[config.mk]
export PLATFORM = sky130hd
export DESIGN_NAME = rr_quantum_arbiter
export DESIGN_NICKNAME = d
export VERILOG_FILES = /design/src/rtl/arb_pkg.sv /design/src/rtl/quantum_counter.sv /design/src/rtl/rr_quantum_arbiter.sv
export SDC_FILE = /design/constraint.sdc
export NUM_CORES = 1
export LEC_CHECK = 0
export ABC_AREA = 1
export CORE_MARGIN = 2
export CORE_UTILIZATION = 39
export DETAILED_ROUTE_END_ITERATION = 10
export SLEW_MARGIN = 0
export SYNTH_ARGS = -nofsm -noshare
export SYNTH_HDL_FRONTEND = slang
export SYNTH_SLANG_ARGS = --single-unit
[constraint.sdc]
create_clock -name i_clk -period 1.79 [get_ports i_clk]
set_input_delay 0.358 -clock i_clk [delete_from_list [all_inputs] [get_ports i_clk]]
set_output_delay 0.358 -clock i_clk [all_outputs]
set_load 0.01 [all_outputs]
[src/rtl/arb_pkg.sv]
// Shared types for the round-robin quantum arbiter.
// Holds the FSM state enum and the expire-counter width.
package arb_pkg;

  typedef enum logic {
    ST_IDLE  = 1'b0,
    ST_GRANT = 1'b1
  } state_t;

  localparam int EXP_CNT_W = 16;

endpackage

[src/rtl/quantum_counter.sv]
// W-bit grant-length counter: async reset, sync clear, increment,
// and an at_last flag that is high when count == q-1.
// Ports: clk, rst, clr, inc, q -> count, at_last.
module quantum_counter #(
  parameter int W = 8
) (
  input  logic         clk,
  input  logic         rst,
  input  logic         clr,
  input  logic         inc,
  input  logic [W-1:0] q,
  output logic [W-1:0] count,
  output logic         at_last
);

  always_ff @(posedge clk or posedge rst) begin
    if (rst) begin
      count <= '0;
    end else if (clr) begin
      count <= '0;
    end else if (inc) begin
      count <= count + 1'b1;
    end
  end

  // q is never 0 here, so q-1 cannot underflow
  assign at_last = (count == q - 1'b1);

endmodule

[src/rtl/rr_quantum_arbiter.sv]
// Round-robin arbiter with a per-grant cycle quantum.
// Ports: i_clk, i_reset, i_req[R], i_quantum[W] -> o_grant[R],
// o_busy, o_count[W]; o_expire_cnt[16] when ARB_EXPIRE_CNT_EN is defined.
module rr_quantum_arbiter
  import arb_pkg::*;
#(
  parameter int R = 4,
  parameter int W = 8
) (
  input  logic                 i_clk,
  input  logic                 i_reset,
  input  logic [R-1:0]         i_req,
  input  logic [W-1:0]         i_quantum,
  output logic [R-1:0]         o_grant,
  output logic                 o_busy,
`ifdef ARB_EXPIRE_CNT_EN
  output logic [EXP_CNT_W-1:0] o_expire_cnt,
`endif
  output logic [W-1:0]         o_count
);

  localparam int LW = (R > 1) ? $clog2(R) : 1;

  // First set request scanning last+1 .. last (mod R)
  function automatic logic [LW-1:0] rr_pick(
    input logic [R-1:0]  req,
    input logic [LW-1:0] last_i
  );
    logic [LW-1:0] pick;
    logic          found;
    int            idx;
    pick  = last_i;
    found = 1'b0;
    for (int i = 1; i <= R; i++) begin
      idx = (int'(last_i) + i) % R;
      if (!found && req[idx]) begin
        pick  = LW'(idx);
        found = 1'b1;
      end
    end
    return pick;
  endfunction

  state_t        state;
  logic [LW-1:0] last;
  logic [W-1:0]  q;
  logic [R-1:0]  grant;
  logic [W-1:0]  count;
  logic          at_last;
  logic          any_req;
  logic          owner_req;
  logic          grant_end;
  logic          start;
  logic          in_grant;
  logic [LW-1:0] winner;
  logic [W-1:0]  q_new;

  assign in_grant  = (state == ST_GRANT);
  assign any_req   = |i_req;
  assign owner_req = i_req[last];
  assign grant_end = in_grant && (!owner_req || at_last);
  assign start     = any_req && (!in_grant || grant_end);
  assign winner    = rr_pick(i_req, last);
  assign q_new     = (i_quantum == '0) ? W'(1) : i_quantum;

  always_ff @(posedge i_clk or posedge i_reset) begin
    if (i_reset) begin
      state <= ST_IDLE;
      last  <= LW'(R - 1);
      q     <= W'(1);
      grant <= '0;
    end else if (start) begin
      state <= ST_GRANT;
      last  <= winner;
      q     <= q_new;
      grant <= {{(R-1){1'b0}}, 1'b1} << winner;
    end else if (grant_end) begin
      state <= ST_IDLE;
      grant <= '0;
    end
  end

  // Any grant end either starts a fresh grant or goes idle: both zero
  quantum_counter #(.W(W)) u_cnt (
    .clk     (i_clk),
    .rst     (i_reset),
    .clr     (!in_grant || grant_end),
    .inc     (1'b1),
    .q       (q),
    .count   (count),
    .at_last (at_last)
  );

  assign o_grant = grant;
  assign o_busy  = |grant;
  assign o_count = count;

`ifdef ARB_EXPIRE_CNT_EN
  logic expire;
  // Expiry only: owner still requesting when the quantum runs out
  assign expire = in_grant && owner_req && at_last;

  always_ff @(posedge i_clk or posedge i_reset) begin
    if (i_reset) begin
      o_expire_cnt <= '0;
    end else if (expire && (o_expire_cnt != '1)) begin
      o_expire_cnt <= o_expire_cnt + 1'b1;
    end
  end
`endif

endmodule

==> summary.md <==
| Metric | Value |
|---|---|
| Status | `finished clean` |
| Power density over the cells | `1740 nW/um^2` |
| Clock Root Buffer | `sky130_fd_sc_hd__clkbuf_8` |
| Post-Place Cells | `311` |
| Clock buffer count from CTS | `3` |
| Kind of end point of the critical path | `flip-flop` |
| Syn Nets | `245` |
| CTS sink count | `23` |
| Max-cap viol count | `0` |
| Count of placed standard cells in the final layout, fillers left out | `between 300 and 400` |
| Clk buf depth | `2` |
| Placeable Area | `4000 sq um` |
| Wire length of the first global-routing pass | `5830 microns` |
| Hold Vio Cnt, Final | `0` |
| Max Clock Skew | `0.0110 ns` |
| Post-CTS clock slew at the launch and capture registers of the worst setup and hold paths | `0.09 ns` |
| Setup-failing EPs final | `0` |
| Largest net degree at the start of global routing | `24` |
| Proportion of synthesized chip area in sequential cells | `0.358` |
| Syn_area_per_cell | `7.06 sq um` |
| Routed wire length | `3500 microns` |
| Setup repair after global routing missed its margin | `yes` |
| Worst hold margin | `around 0.42 ns` |
| Launching element type of the critical path | `flip-flop` |
| Number of pins exceeding their max-slew limit in the final report | `0` |
| Time the worst path needs with I/O delays and setup | `approximately 1.8 ns` |
| Number of antenna violations at the first check in global routing | `0` |
| TritonCTS clock tree | `yes` |
| Count of boundary I/O pins | `27` |
| Total leakage power | `between 1 and 1.5 nW` |
| Post-Syn Instances | `229` |
| Initial detailed-routing violation count | `61` |
| Vias after detailed routing | `1506` |
| Total number of H-tree levels | `1` |
| Die W | `68.4 microns` |
| Pin slew with the least headroom to its limit | `0.430 ns` |
| Synth Flop Type | `sky130_fd_sc_hd__dfrtp_1` |
| Antenna-violating nets left | `0` |
| GP Congestion | `0.811` |
| Global route total overflow | `0` |
| Worst slew slack as a fraction of its limit | `0.711` |
| Maximum resistive drop on vdd | `approximately 0.00077 V` |
| Period utilization | `0.998` |
| Global Route Usage Sum | `0.166` |
| Via count of the first global-routing pass | `1374` |
| Total number of placement rows | `23` |
| Post-synth EDFFs | `0` |
| Effective utilization at floorplan | `0.404` |
| Top area cells in the synthesized netlist | `sky130_fd_sc_hd__dfrtp_1 (31%), sky130_fd_sc_hd__nand2_1 (19%), sky130_fd_sc_hd__nand3_1 (9.3%)` |
| Most instantiated cells after synthesis | `sky130_fd_sc_hd__nand2_1 (82), sky130_fd_sc_hd__nand3_1 (30), sky130_fd_sc_hd__inv_1 (21), sky130_fd_sc_hd__dfrtp_1 (20), sky130_fd_sc_hd__nor2_1 (14)` |
| Clock latency reported for the late side of the worst-skew pair | `0.27 ns` |
| Total Nets Final | `285` |
| WP data arrival | `2.00 ns` |
| Series of cell instances along the critical path | `inv_2 > ha_4 > xnor2_2 > a21oi_1 > inv_1 > nor2_2 > nand2_2 > nand3_4 > buf_6 > nand3b_1 > nand2_1` |
| Full die area | `4680 sq um` |
| Standard cell with the maximum stage delay on the critical path | `sky130_fd_sc_hd__dfstp_2` |
| Most repeated cell in the gate-level netlist after synthesis | `sky130_fd_sc_hd__nand2_1` |
| Post-Route Utilization | `0.531` |
| Setup Total Neg Slack | `0 ns` |
| Antenna diode count | `0` |
| Most area-hungry cell type in the Yosys netlist | `sky130_fd_sc_hd__dfrtp_1` |
| Cell Area, Synth | `1620 sq um` |
| Yosys warning total | `0` |
| Post-synthesis cell type count | `30` |
| Critical Path Fanout Max | `7` |
| Fraction of synthesized cell area taken by the top area cell type | `0.310` |
| CP Data Required Time | `2.01 ns` |
| Average via count per standard cell | `between 4 and 5` |
| Number of filler instances in the final layout | `398` |
| Achievable frequency | `560 MHz` |
| Count of TritonRoute iterations in the first routing pass | `4` |
| Type of the worst min-delay path | `input port to async pin` |
| Delay contributed by the slowest stage of the critical path | `0.55 ns` |
| IO buf count | `26` |
| Remaining design rule violation count | `0` |
| Async set or reset register ratio after synthesis | `1.00` |
| Post-DP HPWL | `2720 microns` |
| Area delta synth->final | `31.4%` |
| Per-cell routed wire length | `11.0 microns` |
| Die Height | `68.4 microns` |
| Fraction of layout cells with a size suffix above 1 | `0.235` |
| Critical path class | `flip-flop to flip-flop` |
| Yosys reg bits | `23` |
[power breakdown]
part | leakage, nW | internal, W | switching, W
sequential | 0.287 | 0.000730 | 0.000202
combinational | 0.739 | 0.00106 | 0.00137
clock | 0.0255 | 0.000155 | 0.000172
total | 1.05 | 0.00195 | 0.00174
[logic make-up after synthesis]
group	share of synthesized area
AND/OR/NAND/NOR	0.463
buffers and inverters	0.0937
flip-flops	0.358
AO/OA/AOI/OAI	0.0317
XOR/XNOR	0.0379
adder cells (fa/ha/maj)	0.0155
[stage by stage]
stage	area [sq um]	power, W	setup slack (ns)
6_report	2120	0.00369	0.00370
5_1_grt	2120	0.00406	-0.136
4_1_cts	2070	0.00357	0.00109
3_5_place_dp	1980	0.00312	-0.174
3_3_place_gp	1980	0.00309	-0.142
2_1_floorplan	1620	0.00255	0.0136
[critical path, delay by kind of cell (launching register included)]
kind	cells	cell delay [ns]
AO/OA/AOI/OAI	1	0.12
XOR/XNOR	1	0.12
adder cells (fa/ha/maj)	1	0.21
buffers and inverters	3	0.25
flip-flops	1	0.55
AND/OR/NAND/NOR	5	0.48
[worst paths after layout]
| check | startpoint | end | slack (ns) | cells past startpoint |
|---|---|---|---|---|
| worst max-delay path | q[0] | q[0] | 0.004 | 11 |
| worst min-delay path | i_reset | u_cnt.count[6] | 0.42 | 3 |
| worst max register to register | q[0] | q[0] | 0.004 | 11 |
| worst min register to register | last[1] | last[1] | 0.52 | 2 |
| max in group asynchronous | i_reset | q[0] | 1.09 | 3 |
| min in group i_clk | last[1] | last[1] | 0.52 | 2 |
[registers in the layout, summed over array words and instances, names as in the netlist]
register and cells:
o_grant 4, u_cnt.count 8, in_grant 1, last 2, q 8
[cell usage in the layout, fill, tap and decap left out, drive strengths merged]
cell type      instances
buf                   13
nor4                   1
clkdlybuf4s50         25
o21ai                  4
clkinv                 1
nor3                   3
nand2                 94
xor2                   3
dfrtp                 20
nand3                 33
a21oi                  5
or4                    2
inv                   28
nand3b                 1
nor2                  17
dfstp                  3
nor3b                  3
xnor2                  4
a31oi                  1
ha                     2
clkbuf                 4
and2                   1
[layer usage]
| layer | wire length (microns) | global-route usage |
|---|---|---|
| met5 | 0 | 0 |
| met2 | 1740 | 0.288 |
| met3 | 86 | 0.0313 |
| met1 | 1630 | 0.206 |
| met4 | 36 | 0.0500 |
[what timing repair did]
item / in CTS / in global routing
pin swaps: 10 / 11
cloned: 1 / 0
gates resized for setup: 12 / 14
setup endpoints to repair: 23 / 23
hold buffers: 0 / 0
setup buffers: 0 / 2
[layout make-up]
class	instances	area, sq um	share of cell area
Clock inverter	1	5.00	0.00236
Multi-Input combinational cell	174	961	0.452
Sequential cell	23	579	0.273
Inverter	28	108	0.0506
Clock buffer	3	41.3	0.0194
Tap cell	50	62.6	0.0294
Timing Repair Buffer	39	368	0.173
Power figures use the tool's default switching activity.
